`src/rtl/seven_seg_pkg.sv`:
```
// Shared constants and decode helpers for the 7-segment scan driver.
// Latency: n/a (types, constants and a pure function only).
// Backpressure: n/a.
//
// Contents:
//   SEG_BLANK     - all segments off, in {g,f,e,d,c,b,a} order, active-high
//   SEG_DASH      - middle bar only (segment g); shown for out-of-range BCD codes
//   SEG_HEX_TABLE - glyphs for codes 0..F; entry N sits at bits [7N+6:7N]
//   seg_pix_t     - one displayed digit: segment pattern plus decimal point
//   seg_decode()  - (code, hex_mode) -> 7-bit glyph, before any blanking
package seven_seg_pkg;

    localparam logic [6:0] SEG_BLANK = 7'h00;
    localparam logic [6:0] SEG_DASH  = 7'h40;

    // Listed from F down to 0 so that SEG_HEX_TABLE[code] selects the glyph.
    localparam logic [15:0][6:0] SEG_HEX_TABLE = {
        7'h71, 7'h79, 7'h5E, 7'h39,   // F E d C
        7'h7C, 7'h77, 7'h6F, 7'h7F,   // b A 9 8
        7'h07, 7'h7D, 7'h6D, 7'h66,   // 7 6 5 4
        7'h4F, 7'h5B, 7'h06, 7'h3F    // 3 2 1 0
    };

    typedef struct packed {
        logic [6:0] seg;
        logic       dp;
    } seg_pix_t;

    // In BCD mode, codes 10..15 are not legal digits; they show a dash so a
    // broken upstream converter is visible on the board instead of looking
    // like a valid hex letter.
    function automatic logic [6:0] seg_decode(input logic [3:0] code,
                                              input logic       hex_mode);
        logic [6:0] glyph;
        glyph = SEG_HEX_TABLE[code];
        if (!hex_mode && (code > 4'd9)) begin
            glyph = SEG_DASH;
        end
        return glyph;
    endfunction

endpackage

```
`src/rtl/seg_code_decoder.sv`:
```
// Converts one 4-bit digit code into its 7-segment glyph, with blanking.
// Latency: combinational (0 cycles); the caller registers the result.
// Backpressure: none.
//
// Ports:
//   code     in  4  digit code to display
//   hex_mode in  1  1 = hex glyphs for 0..F; 0 = BCD, codes 10..15 show a dash
//   blank    in  1  1 = force all segments off (leading-zero suppression)
//   seg      out 7  {g,f,e,d,c,b,a}, active-high
module seg_code_decoder
    import seven_seg_pkg::*;
(
    input  logic [3:0] code,
    input  logic       hex_mode,
    input  logic       blank,
    output logic [6:0] seg
);

    // Blanking overrides the decode, including the BCD error dash: a blanked
    // position is by construction a zero, so there is never a dash to hide.
    always_comb begin
        seg = seg_decode(code, hex_mode);
        if (blank) begin
            seg = SEG_BLANK;
        end
    end

endmodule

```
`src/rtl/seven_seg_scan_driver.sv`:
```
// Time-multiplexed N-digit 7-segment driver with frame-aligned (tear-free) updates.
// Latency: outputs are registered one cycle after the scan index/slot counter.
// Backpressure: none; load is a single-cycle strobe and is always accepted.
//
// Ports:
//   clk        in  1             clock
//   reset      in  1             asynchronous, active-high reset
//   enable     in  1             1 = scan running; 0 = counters frozen, display dark
//   load       in  1             strobe: capture digits_in/dp_in into the pending buffer
//   digits_in  in  4*NUM_DIGITS  digit codes, [3:0] = digit 0 (least significant)
//   dp_in      in  NUM_DIGITS    decimal point per digit
//   hex_mode   in  1             1 = hex glyphs; 0 = BCD (10..15 show a dash)
//   blank_lz   in  1             1 = suppress leading zeros (digit 0 always shown)
//   seg_out    out 7             {g,f,e,d,c,b,a}, registered
//   dp_out     out 1             decimal point of the active digit, registered
//   digit_sel  out NUM_DIGITS    one-hot active digit, registered
//   frame_done out 1             one-cycle pulse after the last digit's slot ends
//
// Build option: define SEVEN_SEG_GHOST_BLANK_EN to hold digit_sel inactive for
// the first two cycles of every slot (anti-ghosting dead time). Segments still
// switch on slot entry and frame_done timing is the same in both builds.
module seven_seg_scan_driver
    import seven_seg_pkg::*;
#(
    parameter int NUM_DIGITS     = 4,
    parameter int REFRESH_DIV    = 1000,
    parameter int SEG_ACTIVE_LOW = 0,
    parameter int SEL_ACTIVE_LOW = 0
) (
    input  logic                      clk,
    input  logic                      reset,
    input  logic                      enable,
    input  logic                      load,
    input  logic [4*NUM_DIGITS-1:0]   digits_in,
    input  logic [NUM_DIGITS-1:0]     dp_in,
    input  logic                      hex_mode,
    input  logic                      blank_lz,
    output logic [6:0]                seg_out,
    output logic                      dp_out,
    output logic [NUM_DIGITS-1:0]     digit_sel,
    output logic                      frame_done
);

    localparam int IDX_W = $clog2(NUM_DIGITS);
    localparam int CNT_W = $clog2(REFRESH_DIV);

    localparam logic [IDX_W-1:0] IDX_LAST = IDX_W'(NUM_DIGITS - 1);
    localparam logic [CNT_W-1:0] CNT_LAST = CNT_W'(REFRESH_DIV - 1);

    // Pin levels meaning "off". They double as XOR masks: an active-high
    // internal value XORed with the off pattern gives the pin-level value.
    localparam logic [6:0]            SEG_OFF = {7{SEG_ACTIVE_LOW != 0}};
    localparam logic                  DP_OFF  = (SEG_ACTIVE_LOW != 0);
    localparam logic [NUM_DIGITS-1:0] SEL_OFF = {NUM_DIGITS{SEL_ACTIVE_LOW != 0}};

    // ------------------------------------------------------------------
    // Scan state
    // ------------------------------------------------------------------
    logic [CNT_W-1:0] slot_cnt;
    logic [IDX_W-1:0] scan_idx;
    logic             slot_end;
    logic             frame_end;

    assign slot_end  = enable && (slot_cnt == CNT_LAST);
    assign frame_end = slot_end && (scan_idx == IDX_LAST);

    always_ff @(posedge clk or posedge reset) begin
        if (reset) begin
            slot_cnt <= '0;
            scan_idx <= '0;
        end else if (enable) begin
            if (slot_end) begin
                slot_cnt <= '0;
                scan_idx <= (scan_idx == IDX_LAST) ? '0 : scan_idx + 1'b1;
            end else begin
                slot_cnt <= slot_cnt + 1'b1;
            end
        end
    end

    // ------------------------------------------------------------------
    // Pending / committed digit buffers
    // ------------------------------------------------------------------
    // The committed copy is what the scan reads. It is written only on the
    // edge that ends the last digit's slot, so every frame shows one
    // consistent value even when the datapath updates mid-frame.
    logic [NUM_DIGITS-1:0][3:0] pend_digits;
    logic [NUM_DIGITS-1:0]      pend_dp;
    logic                       pend_vld;
    logic [NUM_DIGITS-1:0][3:0] cm_digits;
    logic [NUM_DIGITS-1:0]      cm_dp;

    always_ff @(posedge clk or posedge reset) begin
        if (reset) begin
            pend_digits <= '0;
            pend_dp     <= '0;
            pend_vld    <= 1'b0;
            cm_digits   <= '0;
            cm_dp       <= '0;
        end else if (frame_end && load) begin
            // The fresh inputs are newer than anything pending, so they go
            // straight to the display and any older pending data is dropped.
            cm_digits <= digits_in;
            cm_dp     <= dp_in;
            pend_vld  <= 1'b0;
        end else if (frame_end && pend_vld) begin
            cm_digits <= pend_digits;
            cm_dp     <= pend_dp;
            pend_vld  <= 1'b0;
        end else if (load) begin
            // A second load before commit simply overwrites the buffer.
            pend_digits <= digits_in;
            pend_dp     <= dp_in;
            pend_vld    <= 1'b1;
        end
    end

    // ------------------------------------------------------------------
    // Leading-zero mask
    // ------------------------------------------------------------------
    // Walk down from the most significant digit; the run of blanked digits
    // ends at the first non-zero code. Digit 0 is never in the mask so a
    // value of zero still shows a single "0".
    logic [NUM_DIGITS-1:0] lz_mask;
    logic                  lz_run;

    always_comb begin
        lz_mask = '0;
        lz_run  = blank_lz;
        for (int i = NUM_DIGITS - 1; i > 0; i--) begin
            lz_run     = lz_run && (cm_digits[i] == 4'd0);
            lz_mask[i] = lz_run;
        end
    end

    // ------------------------------------------------------------------
    // Active digit decode
    // ------------------------------------------------------------------
    seg_pix_t cur_pix;
    logic [6:0] cur_seg;

    seg_code_decoder u_decoder (
        .code     (cm_digits[scan_idx]),
        .hex_mode (hex_mode),
        .blank    (lz_mask[scan_idx]),
        .seg      (cur_seg)
    );

    // The decimal point ignores blanking: a blanked zero can still carry a
    // separator dot, e.g. " .5".
    always_comb begin
        cur_pix.seg = cur_seg;
        cur_pix.dp  = cm_dp[scan_idx];
    end

    // One-hot select for the digit currently being scanned.
    logic [NUM_DIGITS-1:0] sel_nxt;

    always_comb begin
        sel_nxt = '0;
        if (enable) begin
            sel_nxt[scan_idx] = 1'b1;
        end
`ifdef SEVEN_SEG_GHOST_BLANK_EN
        // Keep the digit dark while the segment lines settle on the new
        // glyph, so the previous digit's pattern never flashes on this one.
        if (slot_cnt < CNT_W'(2)) begin
            sel_nxt = '0;
        end
`else
`endif
    end

    // ------------------------------------------------------------------
    // Output registers (polarity applied here, nowhere else)
    // ------------------------------------------------------------------
    always_ff @(posedge clk or posedge reset) begin
        if (reset) begin
            seg_out    <= SEG_OFF;
            dp_out     <= DP_OFF;
            digit_sel  <= SEL_OFF;
            frame_done <= 1'b0;
        end else begin
            if (enable) begin
                seg_out <= cur_pix.seg ^ SEG_OFF;
                dp_out  <= cur_pix.dp ^ DP_OFF;
            end else begin
                seg_out <= SEG_OFF;
                dp_out  <= DP_OFF;
            end
            digit_sel  <= sel_nxt ^ SEL_OFF;
            frame_done <= frame_end;
        end
    end

endmodule

```
`config.mk`:
```
export PLATFORM = sky130hd
export DESIGN_NAME = seven_seg_scan_driver
export DESIGN_NICKNAME = d
export VERILOG_FILES = /design/src/rtl/seven_seg_pkg.sv /design/src/rtl/seg_code_decoder.sv /design/src/rtl/seven_seg_scan_driver.sv
export SDC_FILE = /design/constraint.sdc
export NUM_CORES = 1
export LEC_CHECK = 0
export BUFFER_PORTS_ARGS = -buffer_cell sky130_fd_sc_hd__buf_2
export CORE_ASPECT_RATIO = 1.4
export CORE_MARGIN = 5
export CORE_UTILIZATION = 50
export DETAILED_ROUTE_END_ITERATION = 10
export GPL_TIMING_DRIVEN = 0
export PLACE_DENSITY = 0.68
export SLEW_MARGIN = 20
export SYNTH_ARGS = -nofsm -noshare
export SYNTH_HDL_FRONTEND = slang
export SYNTH_HIERARCHICAL = 1
export SYNTH_SLANG_ARGS = --single-unit
```
`constraint.sdc`:
```
create_clock -name clk -period 7.2 [get_ports clk]
set_input_delay 0.36 -clock clk [delete_from_list [all_inputs] [get_ports clk]]
set_output_delay 0.36 -clock clk [all_outputs]
set_load 0.05 [all_outputs]
```
# == Word level (Yosys, flattened, before mapping) ==
# Memory sizes are Yosys's and may differ from the RTL's.
# Index checks and enable logic that the tools add are counted.
# op_classes
n_addsub,2
order_cmp,4
eq_ne,2
mux,23
bitwise_logic,2
n_reduce_logical,17
# ops
cell,n
$mux W16,2
$mux W7,4
$mux W4,4
$logic_not A4 Y1,3
$add A10 B1 Y10 const B,1
$eq A10 B10 Y1 const B,1
$mux W10,1
$logic_and A1 B1 Y1,9
$bmux W4 S2,1
$mux W1,7
$lt A4 B5 Y1 const B,1
$bmux W1 S2,2
$gt A4 B4 Y1 const B,1
$lt A2 B3 Y1 const B,1
$reduce_and A3 Y1,1
$reduce_bool A3 Y1,1
$add A2 B1 Y2 const B,1
$demux W1 S2,1
$eq A2 B2 Y1 const B,1
$ge A2 B1 Y1 const B,1
$mux W2,1
$not A1 Y1,2
$reduce_and A2 Y1,1
$reduce_bool A2 Y1,1
$logic_not A1 Y1,1
# totals
regBits,66
rom_bits,112
in_bits,26
memories,1
# memory_table
memory,depth,word_bits,read_ports,rd_clocked_by_memory_dff,wr,line,text
(name not given),16,7,1,0,0,seven_seg_pkg.sv:35,glyph = SEG_HEX_TABLE[code];

# == Longest topological paths before layout ==
# Gate-level depths: netlist of the first run.
# depth
word_depth,8
mapped_depth,8
depth_no_buf,7

# == Cells and area by module ==
# Netlist of the first run, hierarchy kept.
# modules_own_cells
module,n_inst,cells_each,area_each_um2,seq_area_each_um2
seven_seg_scan_driver,1,213,3076.7,1651.6
seg_code_decoder,1,38,301.5,0.0

# == Least setup slack after synthesis of the first run ==
# OpenSTA, ideal clock, no wires.
# synth_timing
kind,reg-to-reg
startpoint,reg scan_idx[0]
endpoint,reg seg_out[2]
setup_time_ns,0.066
arrival_time_ns,2.283
setup_slack_ns,4.851
path_stages_with_launch,9
n_path_buf,1
cell_sequence,dfrtp_1 -> clkbuf_1 -> mux4_2 -> inv_1 -> ha_1 -> o21bai_1 -> a31o_2 -> a221oi_2 -> and2_1
# synth_via
elab_chain_len,7
elab_cells_between_ends,11
classes_between,1 x order compare; 8 x mux; 1 x reduce/logical; 1 x memory
# synth_rtl
element,line,text
"start, declared",seven_seg_scan_driver.sv:60,logic [IDX_W-1:0] scan_idx;
"start signal, assigned",seven_seg_scan_driver.sv:74,scan_idx <= (scan_idx == IDX_LAST) ? '0 : scan_idx + 1'b1;
$bmux W4 S2,seven_seg_scan_driver.sv:143,".code (cm_digits[scan_idx]),"
$mux W4 (not written as such),seven_seg_scan_driver.sv:143,
$mem_v2 Z16 W7 or $gt A4 B4 Y1 (tied branches),-,
$mux W7 (not written as such) or $logic_and A1 B1 Y1 (tied branches),"seven_seg_pkg.sv:35, seven_seg_pkg.sv:36",
$mux W7,seven_seg_pkg.sv:36,if (!hex_mode && (code > 4'd9)) begin
$mux W7 *,seg_code_decoder.sv:23,if (blank) begin
named net cur_seg[2],seven_seg_scan_driver.sv:140,logic [6:0] cur_seg;
$mux W7 *,seven_seg_scan_driver.sv:184,if (enable) begin
"end signal, assigned",seven_seg_scan_driver.sv:185,seg_out <= cur_pix.seg ^ SEG_OFF;
"end, declared",seven_seg_scan_driver.sv:38,"output logic [6:0] seg_out,"
# The timed path passes the listed nets; every way through them passes the cells marked *. The select of a mux whose other input is x is not followed.
# A chain may end at the register's enable or synchronous reset.

# == Final worst setup path of the first run ==
# Ends and elaborated chain as after synthesis.

==> results of run 1 <==
final timing paths:
kind                        startpoint            to  slack (ns)  cells after the start
max reg2reg                scan_idx[0]    seg_out[2]        4.55                      8
max in group asynchronous        reset  digit_sel[0]        6.23                      4
min                           dp_in[0]    pend_dp[0]        0.26                      2
min reg2reg                   pend_vld      pend_vld        0.49                      2
max                        scan_idx[0]    seg_out[2]        4.55                      8
min in group asynchronous        reset   slot_cnt[5]        0.46                      3
power breakdown:
group / switching (mW) / internal [mW]
clock: 0.134 / 0.152
sequential: 0.0192 / 0.398
combinational: 0.0428 / 0.0477
what timing repair did:
action,CTS,global route
hold buffers,1,0
resized for setup,0,0
endpoints found under the hold margin,8,0
endpoints found under the setup margin,0,0
layer usage:
metal  global-route usage  vias to the layer above
met5                    0                        -
met1               0.1988                      982
met2               0.2545                       32
met4              0.05897                        0
li1                     -                      991
met3              0.04355                        8
registers in the layout, indices dropped and copies added (netlist names):
| name | flops |
|---|---|
| cm_digits | 16 |
| pend_digits | 16 |
| slot_cnt | 10 |
| seg_out | 7 |
| cm_dp | 4 |
| digit_sel | 4 |
| pend_dp | 4 |
| scan_idx | 2 |
| dp_out | 1 |
| frame_done | 1 |
| pend_vld | 1 |
kinds of logic (layout without fill, tap and decap cells):
family / count (synthesis) / after routing / synth area share
mux: 68 / 68 / 0.2681
flops: 66 / 66 / 0.4889
simple gates: 56 / 56 / 0.09630
compound gates: 23 / 23 / 0.05149
buf+inv: 22 / 78 / 0.04148
fa+ha+maj: 11 / 11 / 0.04074
xor+xnor: 5 / 5 / 0.01297
through the flow:
step	util	cell area, um^2	setup WS [ns]
floorplan	-	3378	4.851
global placement	0.5573	3661	4.381
detailed placement	0.5619	3691	4.539
CTS	0.5912	3884	4.535
global route	0.5912	3884	4.359
finish	0.5912	3884	4.554
critical path, stage by stage (launching register included):
cell and delay (ns):
dfrtp_1 0.37, clkbuf_1 0.40, mux4_2 0.63, inv_1 0.18
ha_1 0.27, o21bai_1 0.11, a31o_2 0.31, a221oi_2 0.17
and2_1 0.14
cell type report:
| class | instances | share of cell area |
|---|---|---|
| sequential | 66 | 0.4253 |
| clock buffer | 14 | 0.04446 |
| inverter | 9 | 0.009343 |
| multi-input combinational | 163 | 0.4085 |
| buffer | 13 | 0.02738 |
| tap | 74 | 0.02384 |
| clock inverter | 2 | 0.002577 |
| timing repair buffer | 40 | 0.05863 |
Yosys cell counts, types with 6 or more instances:
library cell | count | area share
dfrtp_1 | 66 | 0.49
mux2_2 | 40 | 0.13
mux2_4 | 20 | 0.089
and2_1 | 15 | 0.028
nor2_1 | 12 | 0.013
ha_1 | 11 | 0.041
inv_1 | 9 | 0.010
nand2_1 | 7 | 0.0078
o21ai_0 | 7 | 0.010
clkbuf_1 | 6 | 0.0067
mux4_2 | 6 | 0.040
==> impl_results.md, run 1 <==
- Number of synthesized flops with an enable pin: 0
- Crit path max fanout: 7
- # nets final: 339
- Worst clock skew: 0.009661 ns
- Period utilization: 0.3675
- Final GP Congestion: around 0.77
- Netlist Area Pre-Place: 3378 um^2
- Synth warnings: 6
- Max_slew headroom: 0.5909
- Die H: 107.3 um
- Met2 WL: 2949 um
- Placed cell count: 364
- Final hold slack: 0.2617 ns
- DRC: 0
- Clock latency on the worst-skew pair: 0.34 ns
- 1st-pass router iterations: 4
- Boundary pin count: 39
- Pwr Total: 0.7937 mW
- Most common cell after layout, fill and taps aside: dfrtp_1
- Seq/Total Area, Yosys: 0.4889
- Reg clk slew, reported paths: 0.07 ns
- # rows: 35
- VDD IR max: 0.1089 mV
- Initial Util: 0.5143
- CTS tree: built
- Post-Route Setup TNS: 0 ns
- Vias in the first global route: 2132
- Met3 Routed Length: 176 um
- Sequential cell area: ~1700 um^2
- Fill count: 561
- Root Driver: clkbuf_8
- Gr ovfl total: 0
- Average wire per standard cell: 15.43 um
- Largest net degree at the start of global routing: between 50 and 60
- DRT iter0 DRCs: 45
- Synth-to-Final Area Change: 14.96%
- Uppermost layer routed: met4
- Startpoint Class: flop
- Vias per cell: 5.283
- First-pass GRT wire length: 10290 um
- Area of the multi-input gates: 1587 um^2
- DIE AREA: 8524 um^2
- Slew @ Worst Pin: 0.6137 ns
- Most frequent cells in the layout: 66 x dfrtp_1, 40 x mux2_2, 40 x buf_2
- Core area: between 6000 and 7000 um^2
- Syn Nets: 288
- Crit path DAT: 2.93 ns
- Clock sinks: 66
- Detailed placement HPWL: 4267 um
- Worst Path Required: 7.48 ns
- Die X: 79.47 um
- Post-CTS setup buffer count: 0
- WL met1: roughly 2700 um
- Min-Delay Path Class: input pin to flop
- Post-Syn Instances: 251
- Post-route minimum period: between 2 and 3 ns
- Pleak: 1.839 nW
- Main synth FF type: dfrtp_1
- CP endpoint kind: flop
- WS Path Type: flop to flop
- Share of cells above drive strength 1: 0.4430
- H-tree levels: 3
- Status: completed
- Yosys cell types: 43
- Async set or reset register ratio after synthesis: 1.000
- Initial antenna violation count: 0
- RSZ-0062 raised after global routing: no
- Pwr/cell area: 204.4 nW/um^2
- IO Port Bufs: 38
- Highest clock rate: 377.9 MHz
- ANT cells: 0
- Flops & latches, synth: 66
- Total GRT Usage: 0.1570
- Final Max Slew Viols: 0
- Via count: 2013
- Mapped Avg Cell Area: roughly 13 um^2
- CTS max path bufs: 2
- Hold Vio Cnt, Final: 0
- Post-Layout Cell Count: around 380
- DRT antenna net count: 0
- Routed wire length: 5877 um
- Max-cap violation count: 0
- # setup viols final: 0
- TritonCTS Buffers: 9
Power figures use the tool's default switching activity.
==> run 2: changes to the inputs <==
- ABC_AREA: not set -> 1
- clock period: 7.2 -> 2.72 ns (I/O delays scaled with it)
==> impl_results.md, run 2 <==
- Pleak: 2.396 nW (+30%)
- DRC: 0 (unchanged)
- Max_slew headroom: 0.6688 (+0.07793)
- Routed wire length: 7147 um (+22%)
- Pwr/cell area: 554.8 nW/um^2 (+170%)
- Post-route minimum period: 2.351 ns (-0.2947 ns)
- Simple logic cell fraction of the synthesized area: 0.3268 (+0.2305)
- Post-Place Cell Area: 3826 um^2 (+3.7%)
- # rows: 36 (+2.9%)
- Initial Util: 0.5067 (-0.007568)
- Synth warnings: 6 (unchanged)
- # setup viols final: 0 (unchanged)
- Vias per cell: 4.700 (-11%)
- H-tree levels: 3 (unchanged)
- Synth area leaders: dfrtp_1 47%, nand2_1 17%, nor2_1 7.3%
- Die X: 80.63 um (+1.5%)
- # nets final: 561 (+65%)
- Hold Vio Cnt, Final: 0 (unchanged)
- Final Max Slew Viols: 0 (unchanged)
- DIE AREA: 8779 um^2 (+3.0%)
- Core area: 6892 um^2 (+4.9%)
- Share of cells above drive strength 1: 0.1496 (-0.2934)
- Crit path max fanout: 11 (+4)
- Worst Path Required: 2.95 ns (-4.53 ns)
- Synth-to-Final Area Change: 15.91%
- Post-layout util: 0.5873 (-0.003910)
- Largest net degree at the start of global routing: 50 (-15%)
- DRT antenna net count: 0 (unchanged)
- Clock sinks: 66 (unchanged)
- Top-count cell post-synth: nand2_1
- Initial antenna violation count: 0 (unchanged)
- Vias in the first global route: 2848 (+34%)
- CP endpoint kind: flop
- Cell taking the most area after synthesis: dfrtp_1
- Clock latency on the worst-skew pair: 0.34 ns (about the same)
- Mapped Avg Cell Area: 7.367 um^2 (-45%)
- DRT iter0 DRCs: 148 (+230%)
- Highest clock rate: 425.3 MHz (+13%)
- Most frequent cells after synthesis: 162 x nand2_1, 68 x nor2_1, 66 x dfrtp_1
- Async set or reset register ratio after synthesis: 1.000 (unchanged)
- Slew @ Worst Pin: 0.4968 ns (-0.1169 ns)
- Detailed placement HPWL: 5363 um (+26%)
- Startpoint Class: flop
- Finished Cell Area: 4048 um^2 (+4.2%)
- Crit path DAT: 2.58 ns (-0.35 ns)
- Total GRT Usage: 0.1847 (+0.02769)
- Compound-Gate Fraction of Synth Area: 0.05984 (+0.008354)
- Reg clk slew, reported paths: 0.07 ns (about the same)
- Multiplexer area fraction after synthesis: 0 (-0.2681)
- Max-cap violation count: 0 (unchanged)
- ANT cells: 0 (unchanged)
- Main synth FF type: dfrtp_1
- Number of synthesized flops with an enable pin: 0 (unchanged)
- Final GP Congestion: 0.7922 (+2.5%)
- Period utilization: 0.8645 (+0.4970)
- Min-Delay Path Class: input pin to flop
- Seq/Total Area, Yosys: 0.4729 (-0.01594)
- Average wire per standard cell: 11.47 um (-26%)
- VDD IR max: 0.3738 mV (+240%)
- WS Path Type: flop to flop
- Worst clock skew: 0.007810 ns (-0.001851 ns)
- Yosys cell types: 35 (-19%)
- Netlist Area Pre-Place: 3492 um^2 (+3.4%)
- Status: completed
- Die H: 108.9 um (+1.5%)
- Via count: 2928 (+45%)
- Root Driver: clkbuf_8
- Boundary pin count: 39 (unchanged)
- CTS max path bufs: 2 (unchanged)
- RSZ-0062 raised after global routing: no
- Gr ovfl total: 0 (unchanged)
- Top cell type's share of synthesized area: 0.4729 (-0.01594)
- Flops & latches, synth: 66 (unchanged)
- Most common cell after layout, fill and taps aside: nand2_1
- Post-Syn Instances: 474 (+89%)
- Most frequent cells in the layout: 162 x nand2_1, 68 x nor2_1, 66 x dfrtp_1
- Syn Nets: 511 (+77%)
- 1st-pass router iterations: 4 (unchanged)
- IO Port Bufs: 37 (-2.6%)
- Post-Synth XOR/XNOR Area: 0.002508 (-0.01045)
- Top flop regs: cm_digits x16, pend_digits x16, slot_cnt x10
- CTS tree: built
- Synth Area in Adders: 0.03941 (-0.001328)
- Main combinational cell family by area after synthesis: simple AND/OR/NAND/NOR gates
- First-pass GRT wire length: 12520 um (+22%)
- TritonCTS Buffers: 9 (unchanged)
[run 2: changes by cell type after synthesis, moves of 15 or more]
cell / change
mux2_2: -40
mux2_4: -20
and2_1: -15
nand2_1: +155
nand3_1: +29
inv_1: +47
nor2_1: +56
[run 2: final cells by class]
cell class | count | area [um^2]
fill | 682 | 2844
sequential | 66 | 1652
multi-input combinational | 328 | 1508
inverter | 60 | 235.2
timing repair buffer | 39 | 222.7
clock buffer | 12 | 135.1
tap | 95 | 118.9
buffer | 20 | 111.4
clock inverter | 3 | 65.06
[run 2: per-layer routing]
metal,global-route usage,wire length [um],vias up
met4,0.09058,174,0
met3,0.03306,233,14
met5,0,0,-
met2,0.3229,3609,48
li1,-,-,1545
met1,0.2157,3130,1321
[run 2: kinds of logic (layout without fill, tap and decap cells)]
family / Yosys count / count (layout)
AOI/OAI and AO/OA: 39 / 39
DFF: 66 / 66
adders and majority gates: 11 / 11
xor gates and xnor gates: 1 / 1
buffers and inverters: 80 / 134
and+or+nand+nor: 277 / 277
[run 2: metrics by stage]
| stage | TNS (ns) | cells | hold WS [ns] | worst slack [ns] | power [mW] |
|---|---|---|---|---|---|
| 6_report | 0 | 623 | 0.04337 | 0.3686 | 2.246 |
| 5_1_grt | 0 | 623 | 0.03950 | 0.1298 | 2.376 |
| 4_1_cts | 0 | 623 | 0.03134 | 0.1916 | 2.274 |
| 3_5_place_dp | -0.02179 | 607 | 0.09752 | -0.009262 | 1.405 |
| 3_3_place_gp | 0 | 606 | 0.3839 | 0.1336 | 1.389 |
| 2_1_floorplan | 0 | 474 | 0.2805 | 0.5222 | 1.323 |
[run 2: worst paths after layout]
kind | from | endpoint | slack (ns) | cells past startpoint
setup / recovery | scan_idx[0] | seg_out[2] | 0.37 | 13
setup reg to reg | scan_idx[0] | seg_out[2] | 0.37 | 13
hold reg to reg | pend_digits[13] | pend_digits[13] | 0.48 | 2
max in group asynchronous | reset | seg_out[1] | 1.92 | 4
min in group asynchronous | reset | pend_digits[7] | 0.29 | 3
hold / removal | digits_in[14] | pend_digits[14] | 0.04 | 3
[run 2: worst max-delay path, cell delays in order, from the launching register on]
cell and delay, ns:
dfrtp_1 0.40, buf_2 0.18, inv_1 0.14, buf_2 0.24, o21ai_0 0.15, o21ai_2 0.26
inv_1 0.14, ha_1 0.27, nand2_4 0.10, nand3_2 0.09, nand2_2 0.11, nor2_1 0.06
nand2_1 0.07, inv_1 0.04
[run 2: power breakdown]
part	switching, mW	internal (mW)
Clock	0.350	0.511
Sequential	0.0621	1.06
Combinational	0.160	0.100
Total	0.572	1.67
[run 2: timing repair]
| action | 4_1_cts | 5_1_grt |
|---|---|---|
| buffers inserted | 0 | 0 |
| endpoints found under the setup margin | 6 | 4 |
| pin swaps | 0 | 0 |
| endpoints found under the hold margin | 17 | 0 |
| hold buffers | 1 | 0 |
| gates resized for setup | 1 | 2 |
==> run 3: changes to the inputs <==
- PLACE_DENSITY: 0.68 -> 0.7
==> impl_results.md, run 3 (synthesis results as in run 2) <==
- Status: completed
- Hold Vio Cnt, Final: 0 (unchanged)
- Top flop regs: cm_digits x16, pend_digits x16, slot_cnt x10
- Worst Path Required: 3.01 ns (+0.06 ns)
- Detailed placement HPWL: 5222 um (-2.6%)
- IO Port Bufs: 37 (unchanged)
- Worst clock skew: 0.005869 ns (-0.001941 ns)
- # nets final: 561 (unchanged)
- Die X: 80.63 um (unchanged)
- Clock latency on the worst-skew pair: 0.35 ns (about the same)
- RSZ-0062 raised after global routing: no
- TritonCTS Buffers: 9 (unchanged)
- Slew @ Worst Pin: 0.6227 ns (+0.1259 ns)
- Synth-to-Final Area Change: 15.51%
- Worst Path Buf+Inv: 6 (+1)
- Highest clock rate: 409.7 MHz (-3.7%)
- DRC: 0 (unchanged)
- Clock sinks: 66 (unchanged)
- CP delay by family, top: buffers and inverters
- H-tree levels: 3 (unchanged)
- WL met1: 2957 um (-5.5%)
- Initial Util: 0.5067 (unchanged)
- Met2 WL: 3569 um (-1.1%)
- Largest net degree at the start of global routing: 50 (unchanged)
- Via count: 2964 (+1.2%)
- Final GP Congestion: 0.7681 (-3.0%)
- Most frequent cells in the layout: 162 x nand2_1, 68 x nor2_1, 66 x dfrtp_1
- CP endpoint kind: flop
- Max-cap violation count: 0 (unchanged)
- Vias in the first global route: 2848 (unchanged)
- ANT cells: 0 (unchanged)
- Reg clk slew, reported paths: 0.07 ns (about the same)
- CTS tree: built
- Gr ovfl total: 0 (unchanged)
- Root Driver: clkbuf_8
- DRT antenna net count: 0 (unchanged)
- Startpoint Class: flop
- Period utilization: 0.8974 (+0.03291)
- Vias per cell: 4.750 (+1.1%)
- Crit path DAT: 2.73 ns (+0.15 ns)
- Final hold slack: 0.02710 ns (-0.01628 ns)
- WS Path Type: flop to flop
- 1st-pass router iterations: 5 (+1)
- Top cell by count, worst path: inv_1
- Met3 Routed Length: 337 um (+45%)
- Boundary pin count: 39 (unchanged)
- Largest stage delay, worst path: 0.40 ns (about the same)
- Initial antenna violation count: 0 (unchanged)
- Core area: 6892 um^2 (unchanged)
- Worst-path cell chain: buf_2 > inv_1 > buf_2 > o21ai_0 > o21ai_1 > inv_1 > ha_1 > inv_1 > nor2_1 > a21oi_1 > nand2_1 > nor2_1 > nand2_1 > inv_1
- Slowest CP cell: dfrtp_1
- VDD IR max: 0.2910 mV (-22%)
- Post-Route Setup TNS: 0 ns (unchanged)
- Final Max Slew Viols: 0 (unchanged)
- Pleak: 2.394 nW (-0.12%)
- Most common cell after layout, fill and taps aside: nand2_1
- Die H: 108.9 um (unchanged)
- CTS max path bufs: 2 (unchanged)
- # rows: 36 (unchanged)
- Max_slew headroom: 0.5836 (-0.08520)
- DRT iter0 DRCs: 178 (+20%)
- Min-Delay Path Class: input pin to flop
- Crit path max fanout: 11 (unchanged)
- Average wire per standard cell: 11.26 um (-1.8%)
- First-pass GRT wire length: 12340 um (-1.5%)
- Uppermost layer routed: met4
- Total GRT Usage: 0.1822 (-0.002496)
- Post-route minimum period: 2.441 ns (+0.08952 ns)
- Pwr/cell area: 549.8 nW/um^2 (-0.89%)
- Share of cells above drive strength 1: 0.1474 (-0.002173)
- DIE AREA: 8779 um^2 (unchanged)
- # setup viols final: 0 (unchanged)
- Routed wire length: 7028 um (-1.7%)
run 3: changes by cell type in the layout (fill, tap and decap cells not counted):
cell	before	now
bufinv_16	2	1
clkbuf_8	9	11
o21ai_1	0	1
o21ai_2	2	1
o32ai_1	0	1
o32ai_2	1	0
run 3: path summary, 6_finish.rpt:
path	from	endpoint	slack, ns	cells past startpoint
min in group asynchronous	reset	slot_cnt[4]	0.28	3
hold reg to reg	pend_digits[14]	pend_digits[14]	0.47	2
hold / removal	digits_in[7]	pend_digits[7]	0.03	3
setup / recovery	scan_idx[0]	seg_out[0]	0.28	14
max in group asynchronous	reset	cm_digits[8]	1.94	4
setup reg to reg	scan_idx[0]	seg_out[0]	0.28	14
run 3: metal layers:
| layer | GRT usage | up-vias |
|---|---|---|
| met3 | 0.05289 | 13 |
| met5 | 0 | - |
| met1 | 0.2023 | 1332 |
| met2 | 0.3193 | 68 |
| met4 | 0.08213 | 0 |
| li1 | - | 1551 |
run 3: timing repair:
action / CTS / global route
resized for setup: 0 / 1
hold buffers: 1 / 0
setup buffers: 0 / 0
hold endpoints to repair: 17 / 0
endpoints found under the setup margin: 0 / 7
run 3: per-stage QoR:
| stage | instance area [um^2] | setup slack (ns) | utilization | power, mW | cells |
|---|---|---|---|---|---|
| global route | 4034 | 0.007124 | 0.5853 | 2.341 | 624 |
| floorplan | 3492 | 0.5222 | - | 1.323 | 474 |
| global placement | 3796 | 0.1368 | 0.5508 | 1.388 | 606 |
| detailed placement | 3826 | 0.07167 | 0.5552 | 1.405 | 607 |
| CTS | 4034 | 0.05042 | 0.5853 | 2.246 | 624 |
| finish | 4034 | 0.2791 | 0.5853 | 2.218 | 624 |
run 3: where the power goes:
part	leakage [nW]	internal (mW)	switching, mW	total (mW)
Combinational	1.45	0.101	0.162	0.263
Clock	0.101	0.473	0.357	0.831
Sequential	0.839	1.06	0.0618	1.12
run 3: final cells by class:
type,instances,area (um^2)
buffer,20,111.4
clock buffer,14,162.7
clock inverter,2,35.03
fill,648,2858
inverter,60,235.2
multi-input combinational,328,1496
sequential,66,1652
tap,95,118.9
timing repair buffer,39,222.7
run 3: worst min-delay path, delay by kind of cell:
| kind | cells | cell delay [ns] |
|---|---|---|
| AND/OR/NAND/NOR | 2 | 0.13 |
| buffers and inverters | 1 | 0.09 |
